## config.mk

```make
export PLATFORM = sky130hd
export DESIGN_NAME = sfp_led_mgr
export DESIGN_NICKNAME = d
export VERILOG_FILES = /design/src/rtl/sfp_led_mgr.sv
export SDC_FILE = /design/constraint.sdc
export NUM_CORES = 1
export LEC_CHECK = 0
export ABC_AREA = 1
export BUFFER_PORTS_ARGS = -buffer_cell sky130_fd_sc_hd__clkbuf_2
export CAP_MARGIN = 10
export CORE_ASPECT_RATIO = 0.7
export CORE_MARGIN = 5
export CORE_UTILIZATION = 60
export DETAILED_ROUTE_END_ITERATION = 10
export PLACE_DENSITY_LB_ADDON = 0.12
export REMOVE_ABC_BUFFERS = 1
export SLEW_MARGIN = 40
export SYNTH_ARGS = -nofsm -noshare
export SYNTH_HDL_FRONTEND = slang
export SYNTH_SLANG_ARGS = --single-unit
```

## constraint.sdc

```tcl
create_clock -name clk -period 8.65 [get_ports clk]
set_clock_uncertainty 0.2 [all_clocks]
set_input_delay 0.865 -clock clk [delete_from_list [all_inputs] [get_ports clk]]
set_output_delay 0.865 -clock clk [all_outputs]
set_load 0.005 [all_outputs]
```

## src/rtl/sfp_led_mgr.sv

```systemverilog
// -----------------------------------------------------------------------------
// sfp_led_mgr
// Per-port LED and status manager for the SFP cage board.
//
// After reset release the block runs a one-hot sweep across every TX/RX LED
// for STARTUP_CYCLES clocks. It then drives each LED from a 2-bit host mode:
//   00 off, 01 on, 10 blink, 11 auto (follows the synchronised SFP status).
// The raw SFP status pins are also synchronised here for the I2C register file.
//
// Ports
//   clk           system clock
//   rst           asynchronous reset, active-high
//   mode_tx       TX LED mode, port p = [2p+1:2p]
//   mode_rx       RX LED mode, port p = [2p+1:2p]
//   sfp_mod_abs   raw module-absent pins (asynchronous)
//   sfp_rx_los    raw loss-of-signal pins (asynchronous)
//   sfp_tx_fault  raw TX-fault pins (asynchronous)
//   led_tx        registered TX LED drive
//   led_rx        registered RX LED drive
//   st_mod_abs    synchronised sfp_mod_abs
//   st_rx_los     synchronised sfp_rx_los
//   st_tx_fault   synchronised sfp_tx_fault
//   startup_done  high once the sweep has finished; sticky until reset
// -----------------------------------------------------------------------------
module sfp_led_mgr #(
    parameter int NUM_PORTS      = 6,
    parameter int STARTUP_CYCLES = 144000000,
    parameter int SWEEP_CYCLES   = 12000000,
    parameter int BLINK_CYCLES   = 6000000,
    parameter int SYNC_STAGES    = 2
) (
    input  logic                   clk,
    input  logic                   rst,
    input  logic [2*NUM_PORTS-1:0] mode_tx,
    input  logic [2*NUM_PORTS-1:0] mode_rx,
    input  logic [NUM_PORTS-1:0]   sfp_mod_abs,
    input  logic [NUM_PORTS-1:0]   sfp_rx_los,
    input  logic [NUM_PORTS-1:0]   sfp_tx_fault,
    output logic [NUM_PORTS-1:0]   led_tx,
    output logic [NUM_PORTS-1:0]   led_rx,
    output logic [NUM_PORTS-1:0]   st_mod_abs,
    output logic [NUM_PORTS-1:0]   st_rx_los,
    output logic [NUM_PORTS-1:0]   st_tx_fault,
    output logic                   startup_done
);

    localparam int NUM_LEDS = 2 * NUM_PORTS;

    // Counter widths, never narrower than one bit.
    localparam int SC_W = (STARTUP_CYCLES > 1) ? $clog2(STARTUP_CYCLES) : 1;
    localparam int SW_W = (SWEEP_CYCLES > 1) ? $clog2(SWEEP_CYCLES) : 1;
    localparam int BL_W = (BLINK_CYCLES > 1) ? $clog2(BLINK_CYCLES) : 1;
    localparam int SP_W = (NUM_LEDS > 1) ? $clog2(NUM_LEDS) : 1;

    localparam logic [SC_W-1:0] SC_LAST = SC_W'((STARTUP_CYCLES > 0) ? STARTUP_CYCLES - 1 : 0);
    localparam logic [SW_W-1:0] SW_LAST = SW_W'(SWEEP_CYCLES - 1);
    localparam logic [BL_W-1:0] BL_LAST = BL_W'(BLINK_CYCLES - 1);
    localparam logic [SP_W-1:0] SP_LAST = SP_W'(NUM_LEDS - 1);

    typedef enum logic {
        ST_STARTUP = 1'b0,
        ST_RUN     = 1'b1
    } state_t;

    state_t state;
    state_t state_next;

    logic [SC_W-1:0]     startup_cnt;
    logic [SW_W-1:0]     step_cnt;
    logic [SP_W-1:0]     sweep_pos;
    logic [BL_W-1:0]     blink_cnt;
    logic                blink_phase;
    logic                done_next;
    logic [NUM_LEDS-1:0] sweep_vec;
    logic [NUM_LEDS-1:0] run_vec;
    logic [NUM_LEDS-1:0] led_next;

    // ------------------------------------------------------------------
    // Status synchronisers: one flop chain per bit, output is last stage.
    // ------------------------------------------------------------------
    logic [NUM_PORTS-1:0] abs_sync [SYNC_STAGES];
    logic [NUM_PORTS-1:0] los_sync [SYNC_STAGES];
    logic [NUM_PORTS-1:0] flt_sync [SYNC_STAGES];

    always_ff @(posedge clk or posedge rst) begin
        if (rst) begin
            for (int i = 0; i < SYNC_STAGES; i++) begin
                abs_sync[i] <= '0;
                los_sync[i] <= '0;
                flt_sync[i] <= '0;
            end
        end else begin
            abs_sync[0] <= sfp_mod_abs;
            los_sync[0] <= sfp_rx_los;
            flt_sync[0] <= sfp_tx_fault;
            for (int i = 1; i < SYNC_STAGES; i++) begin
                abs_sync[i] <= abs_sync[i-1];
                los_sync[i] <= los_sync[i-1];
                flt_sync[i] <= flt_sync[i-1];
            end
        end
    end

    assign st_mod_abs  = abs_sync[SYNC_STAGES-1];
    assign st_rx_los   = los_sync[SYNC_STAGES-1];
    assign st_tx_fault = flt_sync[SYNC_STAGES-1];

    // ------------------------------------------------------------------
    // Free-running blink generator, shared by every LED so they stay in phase.
    // ------------------------------------------------------------------
    always_ff @(posedge clk or posedge rst) begin
        if (rst) begin
            blink_cnt   <= '0;
            blink_phase <= 1'b0;
        end else if (blink_cnt == BL_LAST) begin
            blink_cnt   <= '0;
            blink_phase <= ~blink_phase;
        end else begin
            blink_cnt <= blink_cnt + BL_W'(1);
        end
    end

    // ------------------------------------------------------------------
    // Sweep counters; they only advance while the sweep is running.
    // startup_cnt holds at its last value once RUN is reached.
    // ------------------------------------------------------------------
    always_ff @(posedge clk or posedge rst) begin
        if (rst) begin
            startup_cnt <= '0;
            step_cnt    <= '0;
            sweep_pos   <= '0;
        end else if (state == ST_STARTUP) begin
            if (startup_cnt != SC_LAST) begin
                startup_cnt <= startup_cnt + SC_W'(1);
            end
            if (step_cnt == SW_LAST) begin
                step_cnt  <= '0;
                sweep_pos <= (sweep_pos == SP_LAST) ? '0 : sweep_pos + SP_W'(1);
            end else begin
                step_cnt <= step_cnt + SW_W'(1);
            end
        end
    end

    // Bit i of the {led_rx, led_tx} vector is lit when sweep_pos == i.
    always_comb begin
        sweep_vec = '0;
        for (int i = 0; i < NUM_LEDS; i++) begin
            sweep_vec[i] = (sweep_pos == SP_W'(i));
        end
    end

    // Mode-driven LED values; low half is TX, high half is RX.
    always_comb begin
        run_vec = '0;
        for (int p = 0; p < NUM_PORTS; p++) begin
            case (mode_tx[2*p +: 2])
                2'b00:   run_vec[p] = 1'b0;
                2'b01:   run_vec[p] = 1'b1;
                2'b10:   run_vec[p] = blink_phase;
                default: run_vec[p] = st_mod_abs[p] ? 1'b0 :
                                      (st_tx_fault[p] ? blink_phase : 1'b1);
            endcase
            case (mode_rx[2*p +: 2])
                2'b00:   run_vec[NUM_PORTS+p] = 1'b0;
                2'b01:   run_vec[NUM_PORTS+p] = 1'b1;
                2'b10:   run_vec[NUM_PORTS+p] = blink_phase;
                default: run_vec[NUM_PORTS+p] = st_mod_abs[p] ? 1'b0 : ~st_rx_los[p];
            endcase
        end
    end

    // ------------------------------------------------------------------
    // Control FSM: STARTUP -> RUN, leaves RUN only through reset.
    // ------------------------------------------------------------------
    always_comb begin
        state_next = state;
        led_next   = '0;
        case (state)
            ST_STARTUP: begin
                led_next = sweep_vec;
                if (startup_cnt == SC_LAST) begin
                    state_next = ST_RUN;
                end
            end
            ST_RUN: begin
                led_next = run_vec;
            end
            default: begin
                state_next = ST_RUN;
            end
        endcase
        done_next = startup_done | (state_next == ST_RUN);
    end

    always_ff @(posedge clk or posedge rst) begin
        if (rst) begin
            // With no sweep configured the block comes out of reset in RUN.
            if (STARTUP_CYCLES == 0) begin
                state <= ST_RUN;
            end else begin
                state <= ST_STARTUP;
            end
            led_tx       <= '0;
            led_rx       <= '0;
            startup_done <= 1'b0;
        end else begin
            state        <= state_next;
            led_tx       <= led_next[NUM_PORTS-1:0];
            led_rx       <= led_next[NUM_LEDS-1:NUM_PORTS];
            startup_done <= done_next;
        end
    end

endmodule
```

### Word-level counts from Yosys, hierarchy flattened

Cells that the tools add are included.

* add/sub/neg operators: 4
* reduce and logical (&&, ||, !) cells: 15
* equality and inequality tests: 39
* bitwise logic cells: 9
* muxes and demuxes: 36

Operator list (number)
* $pmux W1 S3: 12
* $add A28 B1 Y28 const B: 1
* $eq A28 B28 Y1 const B: 1
* $ne A28 B28 Y1 const B: 1
* $add A24 B1 Y24 const B: 1
* $eq A2 B1 Y1 const B: 12
* $eq A2 B2 Y1 const B: 12
* $eq A24 B24 Y1 const B: 1
* $logic_not A2 Y1: 12
* $mux W24: 1
* $pmux W12 S2: 1
* $add A23 B1 Y23 const B: 1
* $eq A23 B23 Y1 const B: 1
* $mux W23: 1
* $mux W1: 20
* $eq A4 B3 Y1 const B: 4
* $eq A4 B4 Y1 const B: 4
* $eq A4 B2 Y1 const B: 2
* $not A1 Y1: 8
* $add A4 B1 Y4 const B: 1
* $eq A4 B1 Y1 const B: 1
* $logic_not A4 Y1: 1
* $mux W4: 1
* $reduce_and A2 Y1: 2
* $or A1 B1 Y1: 1

* input port bits: 44
* register bits after elaboration: 130
* word-level logic and storage cells: 118
* output and inout port bits: 31

### Longest topological paths before layout

Gate-level depths: netlist of run 1.

* depth in word-level cells: 4
* gate-level depth with buffers: 11
* gate-level depth less buffers: 10

### Least setup slack after synthesis of run 1

No wires, ideal clock.

* path kind: register -> register
* from: register startup_cnt[0]
* to: register startup_cnt[10]
* path buffers: 1
* data arrival time: 1.471 ns
* data required time: 8.334 ns
* setup slack: 6.863 ns
* stages on the path, launching flop included: 12
* setup time: 0.116 ns
* cells stage by stage: dfrtp_1 ha_1 inv_2 nor2_4 nand2_4 clkinv_4 nand2_4 nor2_4 nor2_4 buf_6 nand2_1 nand2_1

* longest elaborated chain between the ends: 2
* elaborated cells on any way between the ends: 3
* those cells by class: 1 x add/sub; 1 x eq/ne; 1 x reduce/logical

RTL lines
* start: declaration: line 68 `logic [SC_W-1:0] startup_cnt;`
* start signal: assignment: line 134 `startup_cnt <= startup_cnt + SC_W'(1);`
* branches (longest 2 deep; another with $add A28 B1 Y28)

Several ways; the timed one is not identified.
A chain may end at the register's enable or synchronous reset.

### Worst setup path after layout of run 1

* from: register startup_cnt[0]
* to: register startup_cnt[13]

The elaborated chain is that of the path after synthesis.

==> results of run 1 <==
[cell usage in the layout, fill, tap and decap left out, drive strengths merged]
cell type | synthesis | routed
or2 | 3 | 3
o21ai | 21 | 21
nand4 | 12 | 12
nor2 | 149 | 149
clkinvlp | 0 | 2
nand3b | 1 | 1
inv | 92 | 93
o211ai | 11 | 11
dfrtp | 130 | 130
a21o | 1 | 1
xnor2 | 11 | 11
clkinv | 1 | 7
xor2 | 20 | 20
bufinv | 0 | 2
nor4 | 2 | 2
nor3 | 14 | 14
clkbuf | 3 | 95
and2 | 1 | 1
ha | 7 | 7
nand3 | 45 | 45
o22ai | 8 | 8
a21oi | 15 | 15
nand2 | 320 | 320
buf | 25 | 3
[logic make-up after synthesis]
logic type	after synthesis	share of synthesized area
compound gates	56	0.0491
fa+ha+maj	7	0.0130
flops	130	0.482
simple gates	547	0.332
xor+xnor	31	0.0402
buf+inv	121	0.0837
[worst max-delay path by stage]
stage	startpoint	to	slack, ps	cells past startpoint
final	startup_cnt[0]	startup_cnt[13]	6280	9
after detailed placement	rst	abs_sync[11]	5890	4
after global placement	rst	abs_sync[11]	5940	4
after floorplan	rst	abs_sync[10]	4120	1
after CTS	startup_cnt[0]	startup_cnt[13]	6260	9
after global routing	rst	startup_cnt[13]	6070	4
[per-layer routing]
metal | global-route usage | wire length, µm | share of wire | vias to the layer above
met5 | 0 | 0 | 0 | -
met4 | 0.0544 | 208 | 0.013 | 0
met1 | 0.347 | 7310 | 0.46 | 2770
li1 | - | - | - | 2892
met3 | 0.0617 | 1210 | 0.075 | 28
met2 | 0.396 | 7280 | 0.45 | 218
[cell type report]
cell class              count  area (µm²)  area share
clock buffers              21         470      0.0608
clock inverters            11         129      0.0167
repair buffers             77         400      0.0518
multi-input cells         641        2930       0.379
well taps                 153         191      0.0247
flip-flops and latches    130        3250       0.421
inverters                  93         357      0.0461
[flip-flops by register name, indices dropped and copies added, names as in the netlist]
name,count
sweep_pos,4
state,1
startup_done,1
st_tx_fault,6
flt_sync,6
led_tx,6
step_cnt,24
los_sync,6
blink_phase,1
abs_sync,6
led_rx,6
st_rx_los,6
blink_cnt,23
st_mod_abs,6
startup_cnt,28
[power by group]
group	total, mW	switching, mW	leakage, nW	internal [mW]
logic	0.0322	0.0200	1.84	0.0121
registers	0.621	0.00427	1.68	0.617
clock network	0.720	0.271	0.290	0.449
[stage by stage]
step | power, mW | instances | instance area [µm²] | hold WS (ps) | utilization
2_1_floorplan | 0.643 | 864 | 6540 | 131 | -
6_report | 1.37 | 1126 | 7730 | 143 | 0.703
5_1_grt | 1.41 | 1126 | 7730 | 156 | 0.703
4_1_cts | 1.38 | 1126 | 7730 | 146 | 0.703
3_5_place_dp | 0.665 | 1094 | 7140 | 135 | 0.648
3_3_place_gp | 0.664 | 1093 | 7120 | 133 | 0.647
==> results by group, run 1 <==
Global route
  – Global route total overflow: 0
  – Pin count of the biggest net entering global routing: 52
  – Wire length of the first global-routing pass: 26900 µm
  – Number of global-route vias before repair: 5778
  – Initial antenna violation count: 0
  – Overall track demand over capacity in global routing: 0.248

Floorplanning
  – FP Rows: 32
  – Floorplan die width: 137 µm
  – Number of I/O pins: 75
  – Effective utilization at floorplan: 0.613
  – Overall die area: 13500 µm²
  – Area of the core region: 11000 µm²
  – Die outline height: 98.8 µm

Detailed routing
  – Detailed-route vias per instance: 5.25
  – Number of detailed-route iterations in the first pass: 5
  – DRT antenna net count: 0
  – Vias after detailed routing: 5908
  – Routed wirelength normalized by instance count: 14.2 µm
  – Final wirelength: 16000 µm
  – DR iter-0 viols: 450
  – # DRC: 0

Worst setup path
  – Critical path's largest stage delay: 600 ps
  – Slowest CP cell: o21ai_4
  – Critical setup path kind: register to register
  – Sort of element at the start of the critical path: register
  – Internal reg-to-reg setup slack: 6280 ps
  – Arrival time of the worst setup path: 2520 ps
  – Capture point of the worst reg-to-reg path: startup_cnt[13]
  – Buffers plus inverters on the worst setup path: 2
  – Dominant delay contributor by cell family on the critical path: simple AND/OR/NAND/NOR gates
  – Origin of the critical flop-to-flop path: startup_cnt[0]
  – CP cell instances: ha_1 > inv_2 > nor2_4 > nand2_4 > clkinv_4 > nand2_4 > o21ai_4 > nand2_1 > nand2_1
  – Worst R2R Path Depth: 9
  – Data required time at the worst endpoint: 8800 ps
  – Kind of end point of the critical path: register
  – Highest net fanout along the worst path: 30

Finish
  – Final Net Count: 1011
  – Area Growth Syn to Fin: 14.5%
  – Share of cells above drive strength 1: 0.133
  – Antenna cells: 0
  – Filler cells: 905

Synth
  – Number of different library cells in the post-synthesis netlist: 34
  – Top-area cell type share of the netlist area: 0.482
  – Number of enable flip-flop cells after synthesis: 0
  – Yosys synthesis warning count: 0
  – Synthesized area per cell: 7.57 µm²
  – Top_reg_cell synth: dfrtp_1
  – Count leader, synth: nand2_1
  – Ranking of synthesized cells by instance count: 317 x nand2_1, 139 x nor2_1, 130 x dfrtp_1
  – Part of the Yosys area used for sequential elements: 0.482
  – Instance count of the mapped netlist: 892
  – Async set-reset flop share out of synthesis: 1.00
  – Largest cells by area after synthesis: dfrtp_1 48%, nand2_1 18%, nor2_1 7.7%
  – Number of register bits inferred by synthesis: 130
  – Library cell with the largest summed area after synthesis: dfrtp_1
  – Post-Syn Area: 6750 µm²

Pwr
  – Power per unit of standard cell area: 178 nW/µm²
  – Peak supply drop: 0.150 mV
  – Leakage power: 3.81 nW

Clock network
  – Clock insertion delay at the later pin of the skew report: 410 ps
  – CTS tree: built
  – Post-CTS Setup Inserts: 0
  – Number of buffers created by CTS: 17
  – CTS Sinks: 130
  – Post-CTS Hold Buffers: 0
  – Bufs on Longest Clock Path: 2
  – Buffer type at the clock tree root: clkbuf_16
  – Clock-pin slew reported for the worst setup and hold paths after clock tree synthesis: 60 ps
  – Post-cts gate resize count: 0
  – H-Tree Depth: 4

Hold path
  – Hold EP: st_mod_abs[2]
  – Hold Crit Start: abs_sync[8]
  – Type of the most critical hold path: register to register
  – Hold Path Cell Cnt: 0

Placement
  – Routability congestion estimate: 0.940
  – Input/output buffers: 74
  – Placement Setup Slack: 5890 ps
  – Half-perimeter wire length after placement: 11800 µm

STA
  – Achievable Freq: 422 MHz
  – Transition time of the tightest slew-check pin: 761 ps
  – Aggregate negative setup slack: 0 ps
  – Period Utilization, post-route: 0.274
  – Max-slew headroom at the worst pin: 0.491
  – Number of failing setup endpoints in the final timing report: 0
  – Final hold violations: 0
  – RSZ-0062 raised after global routing: no
  – Final Slew Violations: 0
  – Final critical delay including setup and external delays: 2370 ps
  – Setup ws final: 6280 ps

Run
  – Max-capacitance violation count: 0

Run status
  – Outcome: finished, final reports clean
No activity file was read; power rests on OpenSTA's default activity.
==> run 2, diff against run 1 <==
--- a/config.mk
+++ b/config.mk
@@ -5,12 +5,12 @@
 export SDC_FILE = /design/constraint.sdc
 export NUM_CORES = 1
 export LEC_CHECK = 0
-export ABC_AREA = 1
+export ABC_AREA = 0
 export BUFFER_PORTS_ARGS = -buffer_cell sky130_fd_sc_hd__clkbuf_2
 export CAP_MARGIN = 10
 export CORE_ASPECT_RATIO = 0.7
 export CORE_MARGIN = 5
-export CORE_UTILIZATION = 60
+export CORE_UTILIZATION = 57
 export DETAILED_ROUTE_END_ITERATION = 10
 export PLACE_DENSITY_LB_ADDON = 0.12
 export REMOVE_ABC_BUFFERS = 1
==> constraint.sdc (replaced) <==
create_clock -name clk -period 2.29 [get_ports clk]
set_clock_uncertainty 0.2 [all_clocks]
set_input_delay 0.229 -clock clk [delete_from_list [all_inputs] [get_ports clk]]
set_output_delay 0.229 -clock clk [all_outputs]
set_load 0.005 [all_outputs]
==> results by group, run 2 <==
Clock network
  – CTS tree: built
  – Number of buffers created by CTS: 17
  – H-Tree Depth: 4
  – Buffer type at the clock tree root: clkbuf_16
  – CTS Sinks: 130
  – Bufs on Longest Clock Path: 2
  – Clock-pin slew reported for the worst setup and hold paths after clock tree synthesis: 60 ps
  – Clock insertion delay at the later pin of the skew report: 410 ps

Floorplanning
  – Overall die area: 12000 µm²
  – Area of the core region: 9680 µm²
  – FP Rows: 30
  – Floorplan die width: 129 µm
  – Die outline height: 93.3 µm
  – Number of I/O pins: 75
  – Effective utilization at floorplan: 0.583

Global route
  – Global route total overflow: 0
  – Wire length of the first global-routing pass: 22500 µm
  – Overall track demand over capacity in global routing: 0.242
  – Initial antenna violation count: 0
  – Number of global-route vias before repair: 4458
  – Pin count of the biggest net entering global routing: 44

Detailed routing
  – DRT antenna net count: 0
  – DR iter-0 viols: 290
  – Detailed-route vias per instance: 5.49
  – Final wirelength: 13300 µm
  – # DRC: 0
  – Vias after detailed routing: 4352
  – Number of detailed-route iterations in the first pass: 6
  – Routed wirelength normalized by instance count: 16.8 µm

Synth
  – Ranking of synthesized cells by instance count: 130 x dfrtp_1, 52 x nor2_1, 51 x nand2_1
  – Top-area cell type share of the netlist area: 0.576
  – Count leader, synth: dfrtp_1
  – Largest cells by area after synthesis: dfrtp_1 58%, xnor2_1 5.7%, xor2_1 4.3%
  – Top_reg_cell synth: dfrtp_1
  – Post-Syn Area: 5650 µm²
  – Synthesized area per cell: 10.7 µm²
  – Number of register bits inferred by synthesis: 130
  – Number of different library cells in the post-synthesis netlist: 41
  – Number of enable flip-flop cells after synthesis: 0
  – Library cell with the largest summed area after synthesis: dfrtp_1
  – Instance count of the mapped netlist: 526
  – Async set-reset flop share out of synthesis: 1.00
  – Part of the Yosys area used for sequential elements: 0.576
  – Yosys synthesis warning count: 0

Placement
  – Half-perimeter wire length after placement: 9110 µm
  – Placement Setup Slack: -21.9 ps
  – Routability congestion estimate: 0.896
  – Input/output buffers: 74

Worst setup path
  – Sort of element at the start of the critical path: register
  – Worst R2R Path Depth: 6
  – Critical path's largest stage delay: 490 ps
  – Capturing instance or port of the critical path: startup_cnt[7]
  – Origin of the critical flop-to-flop path: startup_cnt[22]
  – Worst setup startpoint: startup_cnt[22]
  – Highest net fanout along the worst path: 9
  – Critical setup path kind: register to register
  – Capture point of the worst reg-to-reg path: startup_cnt[7]
  – Data required time at the worst endpoint: 2420 ps
  – Slowest CP cell: o41a_1
  – Arrival time of the worst setup path: 2350 ps
  – CP cell instances: nor4b_1 > nand2_1 > o41a_1 > buf_4 > nand4_1 > xnor2_1
  – Internal reg-to-reg setup slack: 80 ps
  – Kind of end point of the critical path: register

STA
  – Setup ws final: 75.5 ps
  – Final critical delay including setup and external delays: 2210 ps
  – Period Utilization, post-route: 0.967
  – Max-slew headroom at the worst pin: 0.465
  – RSZ-0062 raised after global routing: no
  – Final Slew Violations: 0
  – Final hold slack: 14.8 ps
  – Final hold violations: 0
  – Number of failing setup endpoints in the final timing report: 0
  – Achievable Freq: 452 MHz
  – Transition time of the tightest slew-check pin: 803 ps

Finish
  – Most common cell after layout, fill and taps aside: dfrtp_1
  – Registers with the highest flip-flop counts: startup_cnt (28), step_cnt (24), blink_cnt (23)
  – Max FFs per register: 28
  – Share of cells above drive strength 1: 0.218
  – Final Net Count: 702
  – Final core utilization: 0.741
  – Antenna cells: 0
  – Commonest cells after routing, fill and taps aside: 130 x dfrtp_1, 74 x clkbuf_2, 52 x nor2_1
  – Most flop-heavy register: startup_cnt
  – Area Growth Syn to Fin: 27.0%

Pwr
  – Power per unit of standard cell area: 747 nW/µm²
  – Leakage power: 3.38 nW
  – Peak supply drop: 0.533 mV

Run status
  – Outcome: finished, final reports clean

Run
  – Max-capacitance violation count: 0

Hold path
  – Type of the most critical hold path: input pin to register
==> run 2: cell types whose count changed after synthesis, moves of 7 or more <==
| cell | before | now |
|---|---|---|
| and3_1 | 0 | 13 |
| inv_1 | 90 | 17 |
| nand2_1 | 317 | 51 |
| nand4_1 | 12 | 23 |
| nor2_1 | 139 | 52 |
| o211ai_1 | 11 | 4 |
| xnor2_1 | 11 | 37 |
| xor2_1 | 20 | 28 |
==> run 2: final cells by class <==
type                    count  area [µm²]
fillers                   648        2510
well taps                 128         160
repair buffers            133         903
multi-input cells         351        2170
inverters                  18        70.1
flip-flops and latches    130        3250
clock inverters            12         183
clock buffers              20         437
==> run 2: cells by family (layout without fill, tap and decap cells) <==
family | after synthesis | in the layout | synth area share
flip-flops | 130 | 130 | 0.576
XOR/XNOR | 65 | 65 | 0.101
AO/OA/AOI/OAI | 48 | 48 | 0.0532
buffers and inverters | 45 | 183 | 0.0436
multiplexers | 4 | 4 | 0.00775
AND/OR/NAND/NOR | 227 | 227 | 0.203
adder cells (fa/ha/maj) | 7 | 7 | 0.0155
==> run 2: how the worst min path moves through the flow <==
stage              startpoint           end  slack [ps]  cells after the start
2_1_floorplan  sfp_mod_abs[4]  abs_sync[10]          60                      0
3_5_place_dp              rst   flt_sync[6]          -8                      2
3_3_place_gp              rst   flt_sync[6]         -10                      2
4_1_cts            mode_tx[4]     led_tx[2]           4                      4
5_1_grt            mode_tx[7]     led_tx[3]          10                      3
6_report           mode_tx[4]     led_tx[2]          10                      4
==> run 2: stage by stage <==
step	TNS [ps]	power, mW	cells	cell area, µm²
after global placement	0	2.52	734	6280
after floorplan	-209280	2.44	499	5470
final	0	5.36	792	7170
after detailed placement	-21.9	2.53	734	6280
after CTS	0	5.38	792	7160
after global routing	0	5.52	792	7170
==> run 2: per-layer routing <==
metal	vias to the layer above	GRT usage	wire length, µm
met5	-	0	0
met4	0	0.0699	208
met1	2141	0.345	6320
met2	132	0.367	6070
li1	2057	-	-
met3	22	0.0639	675
==> run 2: where the power goes <==
group / internal (mW) / switching, mW / total (mW) / leakage, nW
combinational: 0.0831 / 0.0913 / 0.174 / 1.40
clock: 1.83 / 1.01 / 2.84 / 0.291
sequential: 2.33 / 0.0155 / 2.35 / 1.68
==> run 2: timing repair <==
item | 4_1_cts | 5_1_grt
endpoints found under the setup margin | 2 | 7
pin swaps | 0 | 3
hold buffers | 26 | 0
buffers inserted | 0 | 0
hold endpoints to repair | 154 | 0
gates cloned | 0 | 0
resized for setup | 1 | 3
==> run 2: worst max-delay path, delay by kind of cell (launching register included) <==
family,cells,cell delay (ps)
compound gates,1,490
xor+xnor,1,120
buf+inv,1,200
flops,1,410
simple gates,3,720
